$ cat src/rtl/cpu_pkg.sv
// cpu_pkg: shared divider constants, state encoding and counter sizing helper
package cpu_pkg;
    localparam int DIV_WIDTH = 32;
    typedef enum logic [1:0] {
        IDLE = 2'd0,
        CALC = 2'd1,
        FIX  = 2'd2,
        DONE = 2'd3
    } div_state_t;
    function automatic int cnt_width(input int w);
        return $clog2(w) + 1;
    endfunction
endpackage

$ cat src/rtl/div_restore_step.sv
// div_restore_step: one combinational restoring-division step on {rem, quo}
module div_restore_step #(
    parameter int WIDTH = 32
) (
    input  logic [WIDTH:0]   rem_i,
    input  logic [WIDTH-1:0] quo_i,
    input  logic [WIDTH-1:0] divisor_i,
    output logic [WIDTH:0]   rem_o,
    output logic [WIDTH-1:0] quo_o
);
    logic [2*WIDTH:0] cat;
    logic [WIDTH:0]   diff;
    assign cat   = {rem_i, quo_i} << 1;
    assign diff  = cat[2*WIDTH:WIDTH] - {1'b0, divisor_i};
    assign rem_o = diff[WIDTH] ? cat[2*WIDTH:WIDTH] : diff;
    assign quo_o = cat[WIDTH-1:0] | {{(WIDTH-1){1'b0}}, ~diff[WIDTH]};
endmodule

$ cat src/rtl/seq_divider.sv
// seq_divider: multicycle signed divider with MIPS DIV semantics (quotient to Lo, remainder to Hi)
module seq_divider
    import cpu_pkg::*;
#(
    parameter int WIDTH = DIV_WIDTH
) (
    input  logic             clk,
    input  logic             reset,
    input  logic             div_start,
    input  logic [WIDTH-1:0] dividend,
    input  logic [WIDTH-1:0] divisor,
    output logic             busy,
    output logic             done,
    output logic             div_zero,
    output logic [WIDTH-1:0] quotient,
    output logic [WIDTH-1:0] remainder
);
    localparam int CW = cnt_width(WIDTH);
    div_state_t       state_q, state_d;
    logic [CW-1:0]    cnt_q, cnt_d;
    logic [WIDTH:0]   rem_q, rem_d, rem_n;
    logic [WIDTH-1:0] quo_q, quo_d, quo_n, dvs_q, dvs_d, q_q, q_d, r_q, r_d;
    logic             sq_q, sq_d, sr_q, sr_d, dz_q, dz_d;
    div_restore_step #(.WIDTH(WIDTH)) u_step (
        .rem_i     (rem_q),
        .quo_i     (quo_q),
        .divisor_i (dvs_q),
        .rem_o     (rem_n),
        .quo_o     (quo_n)
    );
    always_ff @(posedge clk) begin
        if (reset) begin
            state_q <= IDLE;
            cnt_q   <= '0;
            rem_q   <= '0;
            quo_q   <= '0;
            dvs_q   <= '0;
            sq_q    <= 1'b0;
            sr_q    <= 1'b0;
            dz_q    <= 1'b0;
            q_q     <= '0;
            r_q     <= '0;
        end else begin
            state_q <= state_d;
            cnt_q   <= cnt_d;
            rem_q   <= rem_d;
            quo_q   <= quo_d;
            dvs_q   <= dvs_d;
            sq_q    <= sq_d;
            sr_q    <= sr_d;
            dz_q    <= dz_d;
            q_q     <= q_d;
            r_q     <= r_d;
        end
    end
    always_comb begin
        state_d = state_q;
        cnt_d   = cnt_q;
        rem_d   = rem_q;
        quo_d   = quo_q;
        dvs_d   = dvs_q;
        sq_d    = sq_q;
        sr_d    = sr_q;
        dz_d    = dz_q;
        q_d     = q_q;
        r_d     = r_q;
        case (state_q)
            IDLE: begin
                if (div_start && divisor == '0) begin
                    state_d = DONE;
                    dz_d    = 1'b1;
                end else if (div_start) begin
                    // magnitudes are unsigned, so |-2^(W-1)| fits without overflow
                    state_d = CALC;
                    dz_d    = 1'b0;
                    quo_d   = dividend[WIDTH-1] ? -dividend : dividend;
                    dvs_d   = divisor[WIDTH-1] ? -divisor : divisor;
                    rem_d   = '0;
                    cnt_d   = CW'(WIDTH);
                    sq_d    = dividend[WIDTH-1] ^ divisor[WIDTH-1];
                    sr_d    = dividend[WIDTH-1];
                end
            end
            CALC: begin
                rem_d   = rem_n;
                quo_d   = quo_n;
                cnt_d   = cnt_q - CW'(1);
                state_d = (cnt_q == CW'(1)) ? FIX : CALC;
            end
            FIX: begin
                q_d     = sq_q ? -quo_q : quo_q;
                r_d     = sr_q ? -rem_q[WIDTH-1:0] : rem_q[WIDTH-1:0];
                state_d = DONE;
            end
            DONE: state_d = IDLE;
        endcase
    end
    assign busy      = state_q != IDLE;
    assign done      = state_q == DONE;
    assign div_zero  = dz_q;
    assign quotient  = q_q;
    assign remainder = r_q;
endmodule
$ cat config.mk
export PLATFORM = sky130hd
export DESIGN_NAME = seq_divider
export DESIGN_NICKNAME = d
export VERILOG_FILES = /design/src/rtl/cpu_pkg.sv /design/src/rtl/div_restore_step.sv /design/src/rtl/seq_divider.sv
export SDC_FILE = /design/constraint.sdc
export NUM_CORES = 1
export LEC_CHECK = 0
export CAP_MARGIN = 10
export CELL_PAD_IN_SITES_DETAIL_PLACEMENT = 1
export CELL_PAD_IN_SITES_GLOBAL_PLACEMENT = 2
export CORE_MARGIN = 8
export CORE_UTILIZATION = 34
export DETAILED_ROUTE_END_ITERATION = 16
export PLACE_DENSITY_LB_ADDON = 0.1
export SLEW_MARGIN = 20
export SYNTH_ARGS = -nofsm -noshare
export SYNTH_HDL_FRONTEND = slang
export SYNTH_SLANG_ARGS = --single-unit
$ cat constraint.sdc
create_clock -name clk -period 4.2 [get_ports clk]
set_input_delay 0.84 -clock clk [delete_from_list [all_inputs] [get_ports clk]]
set_output_delay 0.84 -clock clk [all_outputs]
set_load 0.01 [all_outputs]
==> flow_summary.ini <==
[synthesis]
synth_nets = 1484
synth_ff_type = dfxtp_1
synth.area.top_cells = dfxtp_1 31%, xor2_1 9.0%, nor2_1 5.7%
synth_commonest_cells = 171 x dfxtp_1, 168 x nor2_1, 147 x nand2_1
yosysWarnings = 0
synth_largest_area_cell = dfxtp_1
ys_seq_area_frac = 0.310
syn_inst = 1378
syn_area_um2 = 11000
netlist.area_leader.share = 0.310
ys_ff_latch = 171
synth_cell_types = 70
synth.most_common_cell = dfxtp_1
syn_area_per_cell_um2 = 8.00
async_flop_share = 0
synth-edff-count = 0

[grt]
grt_max_degree = 100
grt.overflow.total = 0
grt_pass1_vias = 9914
track_usage = 0.176
antenna_found_initial = 0
grt_pass1_wl_mm = 54.9

[route]
ant_nets = 0
wirelength_mm = 33.9
route.detailed.drc = 0
drt_pass1_iterations = 4
via_count = 9964
routed_via_density = 5.29
wl_per_cell_um = 18.0
drt_iter0_drc = 433

[cells_and_area]
drive_gt1_frac = 0.0792
n_antenna_cell = 0
n_fill_cell = 3848
nets = 1570
syn_to_final_growth_pct = 21.1
ff_latch_area_um2 = 3420
multi_input_area_um2 = 6990

[run]
drv_cap = 0

[floorplanning]
row_count = 66
start_util = 0.342
pin_count = 134
dieArea_um2 = 38400
core_region_area_um2 = 32200
dieHeight_um = 196
die_w_um = 196

[placed_design]
dp_hpwl_mm = 25.5
gp_congestion = 0.803
io_buffers = 133

[worst_setup_path]
reg2reg_depth = 12
startpoint_type = input pin
reg2reg_slack_ns = 0.85
path_class = in2reg
path_max_fanout = 65
cp.arrival_ns = 3.81
r2r-start = quo_q[31]
endpoint_kind = register
critPathRequiredTime_ns = 4.49
reg2reg_to = rem_q[24]

[sta]
rsz0062_at_grt = false
setup_viol = 0
finClkSkew_ns = 0.0161
fin_crit_sh = 0.837
max_freq_mhz = 285
setup_tns_ns = 0
tightestPinTransition_ns = 0.814
maxSlewHeadroom = 0.450
slew_violations = 0
hold_violations = 0
fin_crit_ns = 3.51

[run_status]
status = completed

[min_path]
hold_start = quotient[27]
holdCritPathClass = reg2reg
hold_end = quotient[27]
hold_depth = 2

[clock_tree]
worst_skew_pair.late_latency_ns = 0.45
clock-sinks = 171
cts_root_buffer = clkbuf_16
clk_pin_slew_ns = 0.08
cts_hold_buf = 0
postCtsSetupBuffers = 0
cts-resized-gates = 0
cts_tree = done
clock_path_buffers = 2
numCtsBuffers = 17
cts_htree_levels = 4

[power]
powerDensity_nw_per_um2 = 471
p_total_uw = 6300
max-vdd-ir-drop_v = 0.000272
p_leak_uw = 0.00493
-- critical path, cell delays in order --
cell             delay (ns)
clkdlybuf4s50_1        0.49
or4_4                  0.58
or3_4                  0.36
or4_4                  0.46
nor3_4                 0.22
nand2_2                0.10
and3_4                 0.43
nor2_1                 0.23
a211oi_2               0.06
-- routing by layer --
layer  vias up  share of wire  track usage
met2       115           0.43        0.269
met1      4737           0.53        0.253
li1       5089              -            -
met3        23          0.029       0.0279
met5         -              0            0
met4         0          0.011       0.0432
-- worst max path at each step --
| stage | from | cells past startpoint | to |
|---|---|---|---|
| after floorplan | divisor[20] | 10 | dvs_q[10] |
| after global placement | divisor[20] | 10 | quo_q[1] |
| after detailed placement | divisor[20] | 9 | dvs_q[5] |
| after CTS | divisor[20] | 9 | dvs_q[5] |
| after global routing | divisor[20] | 9 | dvs_q[16] |
| final | divisor[20] | 9 | dvs_q[5] |
-- final cells by class --
cell class,count,area share
repair buffers,157,0.117
inverters,51,0.0143
clock buffers,17,0.0319
clock inverters,15,0.0189
flip-flops and latches,171,0.256
well taps,408,0.0382
multi-input cells,1066,0.524
-- kinds of logic after synthesis --
group           after synthesis  synth area share
compound gates              392             0.247
mux                          29            0.0263
fa+ha+maj                    39            0.0449
flops                       171             0.310
simple gates                455             0.193
buf+inv                     141            0.0575
xor+xnor                    151             0.120
-- metrics by stage --
| stage | setup slack [ns] | util | instances | area [µm²] | hold slack (ns) |
|---|---|---|---|---|---|
| global route | 0.498 | 0.415 | 1885 | 13400 | 0.477 |
| finish | 0.686 | 0.415 | 1885 | 13400 | 0.460 |
| floorplan | 1.05 | - | 1378 | 11000 | 0.432 |
| global placement | 0.293 | 0.394 | 1853 | 12700 | 0.443 |
| detailed placement | 0.225 | 0.394 | 1853 | 12700 | 0.452 |
| CTS | 0.713 | 0.415 | 1885 | 13400 | 0.469 |
-- report_power, final --
group / internal [µW] / leakage [µW] / switching (µW)
Clock: 1080 / 0.000332 / 755
Sequential: 1740 / 0.00139 / 170
Combinational: 1060 / 0.00320 / 1490
-- state kept, by name, indices dropped and copies added, names as in the netlist --
signal     count
cnt_q          6
div_zero       1
dvs_q         32
quo_q         32
quotient      32
rem_q         32
remainder     32
sq_q           1
sr_q           1
state_q        2
-- layout by cell type, fill, tap and decap left out, types with 5 or more instances in the layout --
master | synthesis | routed
mux2i_1 | 29 | 29
o211ai_1 | 13 | 13
nor2b_1 | 14 | 13
o31ai_1 | 31 | 31
a31oi_1 | 7 | 6
a21oi_1 | 85 | 85
a21o_1 | 14 | 14
inv_1 | 51 | 51
nand2b_1 | 10 | 9
clkdlybuf4s50_1 | 0 | 132
o21ai_1 | 11 | 11
or3_1 | 14 | 14
buf_4 | 2 | 21
nor3_1 | 13 | 13
o41ai_1 | 18 | 18
xor2_1 | 113 | 113
o21ai_0 | 77 | 77
nand3_1 | 14 | 14
and2_1 | 6 | 6
or2_2 | 5 | 5
o21a_1 | 5 | 5
a211oi_2 | 26 | 26
nand4_1 | 11 | 11
a211oi_1 | 70 | 70
nor3_2 | 5 | 5
nor4_1 | 14 | 14
nor2_1 | 168 | 168
clkbuf_16 | 0 | 17
or4_1 | 13 | 13
or4_4 | 5 | 5
dfxtp_1 | 171 | 171
xnor2_1 | 38 | 37
nand2_1 | 147 | 147
bufinv_16 | 0 | 5
ha_1 | 38 | 38
(Power assumes the default switching activity.)
